[src/rtl/err_inject_ctrl.sv]
// Error injector: delays, then corrupts a burst of registered data cycles with stuck-at/flip masks.
// Latency: dout is din registered by one cycle; corruption applies on cycles where inj_active is high.
// Backpressure: none; arm is ignored unless idle and enabled, and err_en low aborts any sequence.
module err_inject_ctrl #(
    parameter int WIDTH = 6,
    parameter int CNT_W = 8,
    parameter int EVT_W = 16
) (
    input  logic             clk,
    input  logic             rst,
    input  logic [WIDTH-1:0] din,
    output logic [WIDTH-1:0] dout,
    input  logic             err_en,
    input  logic [1:0]       err_ctrl,
    input  logic [WIDTH-1:0] err_mask,
    input  logic             arm,
    input  logic [CNT_W-1:0] delay,
    input  logic [CNT_W-1:0] burst,
    input  logic             clr_cnt,
    output logic             busy,
    output logic             inj_active,
    output logic             inj_done,
    output logic [EVT_W-1:0] inj_count
);

    typedef enum logic [1:0] {
        ST_IDLE,
        ST_WAIT,
        ST_INJECT,
        ST_DONE
    } state_t;

    state_t           state, state_nxt;
    logic [CNT_W-1:0] cnt, cnt_nxt;
    logic             load_cfg;
    logic [1:0]       ctrl_q;
    logic [WIDTH-1:0] mask_q;
    logic [CNT_W-1:0] burst_q;
    logic [WIDTH-1:0] corrupt;

    // One counter serves both phases: it holds the remaining delay in WAIT and
    // the remaining burst length in INJECT (unused when burst is continuous).
    always_comb begin
        state_nxt = state;
        cnt_nxt   = cnt;
        load_cfg  = 1'b0;
        case (state)
            ST_IDLE: begin
                if (arm && err_en) begin
                    load_cfg = 1'b1;
                    if (delay == '0) begin
                        state_nxt = ST_INJECT;
                        cnt_nxt   = burst;
                    end else begin
                        state_nxt = ST_WAIT;
                        cnt_nxt   = delay;
                    end
                end
            end
            ST_WAIT: begin
                if (!err_en) begin
                    state_nxt = ST_IDLE;
                end else if (cnt == CNT_W'(1)) begin
                    state_nxt = ST_INJECT;
                    cnt_nxt   = burst_q;
                end else begin
                    cnt_nxt = cnt - CNT_W'(1);
                end
            end
            ST_INJECT: begin
                if (!err_en) begin
                    state_nxt = ST_IDLE;
                end else if (burst_q != '0) begin
                    cnt_nxt = cnt - CNT_W'(1);
                    if (cnt == CNT_W'(1)) begin
                        state_nxt = ST_DONE;
                    end
                end
            end
            default: begin
                state_nxt = ST_IDLE;
            end
        endcase
    end

    always_ff @(posedge clk or posedge rst) begin
        if (rst) begin
            state   <= ST_IDLE;
            cnt     <= '0;
            ctrl_q  <= '0;
            mask_q  <= '0;
            burst_q <= '0;
        end else begin
            state <= state_nxt;
            cnt   <= cnt_nxt;
            if (load_cfg) begin
                ctrl_q  <= err_ctrl;
                mask_q  <= err_mask;
                burst_q <= burst;
            end
        end
    end

    always_comb begin
        case (ctrl_q)
            2'b01:   corrupt = din & ~mask_q;
            2'b10:   corrupt = din | mask_q;
            2'b11:   corrupt = din ^ mask_q;
            default: corrupt = din;
        endcase
    end

    always_ff @(posedge clk or posedge rst) begin
        if (rst) begin
            dout      <= '0;
            inj_count <= '0;
        end else begin
            dout <= inj_active ? corrupt : din;
            if (clr_cnt) begin
                inj_count <= '0;
            end else if (inj_active && (inj_count != '1)) begin
                inj_count <= inj_count + EVT_W'(1);
            end
        end
    end

    assign busy       = (state != ST_IDLE);
    assign inj_active = (state == ST_INJECT);
    assign inj_done   = (state == ST_DONE);

endmodule

[config.mk]
export PLATFORM = sky130hd
export DESIGN_NAME = err_inject_ctrl
export DESIGN_NICKNAME = d
export VERILOG_FILES = /design/src/rtl/err_inject_ctrl.sv
export SDC_FILE = /design/constraint.sdc
export NUM_CORES = 1
export LEC_CHECK = 0
export BUFFER_PORTS_ARGS = -buffer_cell sky130_fd_sc_hd__buf_4
export CORE_MARGIN = 10
export CORE_UTILIZATION = 40
export DETAILED_ROUTE_END_ITERATION = 8
export SLEW_MARGIN = 5
export SYNTH_ARGS = -nofsm -noshare
export SYNTH_HDL_FRONTEND = slang
export SYNTH_SLANG_ARGS = --single-unit
export TNS_END_PERCENT = 5
[constraint.sdc]
create_clock -name clk -period 2 [get_ports clk]
set_input_delay 0.4 -clock clk [delete_from_list [all_inputs] [get_ports clk]]
set_output_delay 0.4 -clock clk [all_outputs]
set_load 0.005 [all_outputs]
==> results.md <==
- Cell variety after synth: 57
- Area grow syn2layout: 28.94%
- Dominant synthesized flop cell: dfrtp_1
- Clock Latency Late Sink: 300 ps
- Worst-path clk slew: 90 ps
- CTS Buffer Depth: 2
- EDFF count, synth: 0
- Fmax: 514.4 MHz
- Worst Path Arrival: 2140 ps
- Relative slew slack: 61.56%
- Cells after DPL: 505
- DRT Pass-1 Iters: 4
- Final Cycle Share: 97.20%
- Pleak: around 1.8 nW
- Routed Antenna Nets: 0
- Min-Delay Path Class: in -> async
- Outcome: finished, final reports clean
- Final min period: 1944 ps
- Largest net degree at the start of global routing: 21
- # setup viols final: 0
- Fin worst setup slack: 55.97 ps
- Logic pwr share: 55.5%
- Die W: 108.4 um
- Startpoint types: flop
- Sequential group share of total power: 32.4%
- Fraction of synthesis flops using an asynchronous set or reset pin: 100.0%
- Internal power: slightly below 3 mW
- Initial core utilization: 40.87%
- Mapped Nets: 376
- Placer Congestion: 0.8690
- Mapped Cells: 322
- Vias per Instance: 5.739
- Max-cap violations: 0
- Sequential share of the synthesized area: 38.43%
- CP max stage cell: or4b_4
- Share of post-route cells with drive strength above 1: 33.50%
- GRT Max-Usage Layer: met2
- IO Pins: 60
- Root Buffer: clkbuf_8
- Worst EP required: ~2200 ps
- Met2 usage: 24.74%
- CTS tree: yes
- Dpl ws: -39.12 ps
- Die Ht: 108.4 um
- FP Rows: 32
- First-pass GRT wire length: 14.50 mm
- CP peak stage delay: just over 500 ps
- Sw frac: 40.11%
- RSZ-0062 raised after global routing: true
- Largest area contributor in the netlist: dfrtp_1
- DRC Markers: 0
- VDD IR max: 351.5 uV
- Synth Area per Inst: 9.707 um2
- NetSw: 1.967 mW
- Vias in the first global route: approximately 3000
- Crit Path Max Fanout: 6
- Clk pwr share: 12.1%
- Initial antenna violation count: 0
- Synth top area share: about 38%
- Skew final: 5.964 ps
- Pwr Density: 1217 nW/um2
- Port Buf Inserts: 59
- TritonCTS buffer count: 5
- Die area: 11750 um2
- DR WL/cell: 16.86 um
- Post-DP HPWL: around 6.7 mm
- WHS: 88.74 ps
- Worst slew pin tran: roughly 580 ps
- NumNets Final: 465
- Setup TNS: 0 ps
- Grt ovf: 0
- Syn Std Cell Area: 3125 um2
- Final hold vios: 0
- Met1 Usage GRT: 18.99%
- DRT Wirelength: just under 9 mm
- R2r worst-path depth: 6
- Max Transition Viols Final: 0
- H-tree depth: 2
- Clk sink count: 48
- Top cells by area, synth: dfrtp_1, ha_1, mux2_2, a21oi_1, inv_1
- Tot GR Track Use: between 10 and 15%
- Worst Setup Path Type: reg -> reg
- Via count: 2950
- Initial drt markers: 102
- Worst setup EP type: flop
- Post-Layout Cell Count: 514
- Core box area: 7647 um2
- Ys Warns: 0
- Overall Power: 4.904 mW
- Register bit count reported by yosys: 48
- Fill count: around 710
- Cell breakdown of the critical path: inv_2 -> ha_4 -> or4b_4 -> o31ai_4 -> nor4bb_1 -> a311o_1
- Grt met3 use: 3.331%
- Diode count: 0
[power by group through the flow]
stage	registers, mW	clock network, mW	logic, mW
after global placement	1.58	0	2.61
after CTS	1.57	0.611	2.65
after detailed placement	1.59	0	2.64
final	1.59	0.595	2.72
after floorplan	1.52	0	1.68
after global routing	1.63	0.652	3.02
[through the flow]
step,instance area [um2],util [%]
after floorplan,3126,-
after global placement,3901,51.01
after detailed placement,3901,51.01
after CTS,3989,52.16
after global routing,4030,52.70
final,4030,52.70
[worst paths after layout]
path                                  start            end  slack, ps
worst max-delay path                 cnt[1]         cnt[2]         60
worst min-delay path                    rst  inj_count[11]         90
worst max register to register       cnt[1]         cnt[2]         60
worst min register to register    mask_q[3]      mask_q[3]        510
max in group asynchronous               rst     burst_q[0]       1340
min in group clk                err_mask[4]      mask_q[4]        320
[metal layers]
layer	share of wire, %	vias up	wire (um)
li1	-	1431	-
met1	44	1425	3809
met2	50	83	4331
met3	4.4	11	385
met4	1.6	0	139
met5	0	-	0
[cell families (layout without fill, tap and decap cells)]
group	after synthesis	after routing	synth area share (%)
xor+xnor	1	1	0.2803
fa+ha+maj	19	19	7.606
buf+inv	44	134	5.805
mux	25	25	8.727
compound gates	95	95	21.94
simple gates	90	90	17.21
flops	48	48	38.43
[flip-flops by register name, summed over array words and instances (netlist names)]
| signal | flops |
|---|---|
| ctrl_q | 2 |
| burst_q | 8 |
| state | 2 |
| mask_q | 6 |
| dout | 6 |
| inj_count | 16 |
| cnt | 8 |
[final cells by class]
cell class                      count  area, um2  area share, %
Multi-Input combinational cell    230       1779          44.15
Sequential cell                    48       1201          29.80
Timing Repair Buffer               97      728.2          18.07
Tap cell                          102      127.6          3.167
Inverter                           29      108.9          2.701
Clock buffer                        7      76.32          1.894
Clock inverter                      1      8.758         0.2173
[Yosys cell counts (9+ instances only)]
library cell  number
dfrtp_1           48
inv_1             29
ha_1              19
nand2_1            9
o22ai_1           14
a21oi_1           24
nor2_1            10
mux2_2            17
nand3_1           10
nand4_1           12
nor3_1            10
[critical path: cells and delay by family (launching register included)]
family                   cells  cell delay [ps]
AO/OA/AOI/OAI                2              640
adder cells (fa/ha/maj)      1              120
buffers and inverters        1               80
flip-flops                   1              400
AND/OR/NAND/NOR              2              600
[cell usage in the layout, fill, tap and decap left out, drive strengths merged, types with 8 or more instances in the layout]
cell / count
buf: 97
dfrtp: 48
inv: 29
a21oi: 24
ha: 19
mux2: 18
o22ai: 14
nand4: 12
nor2: 11
nand3: 11
nor3: 10
nand2: 9
o31ai: 9
or3: 9
or4: 8
o21ai: 8
[what timing repair did]
action                     4_1_cts  5_1_grt
buffers inserted                 0        1
pin swaps                        0        5
setup endpoints to repair        3       14
resized for setup                1       11
hold buffers                     0        0
Power figures use the tool's default switching activity.
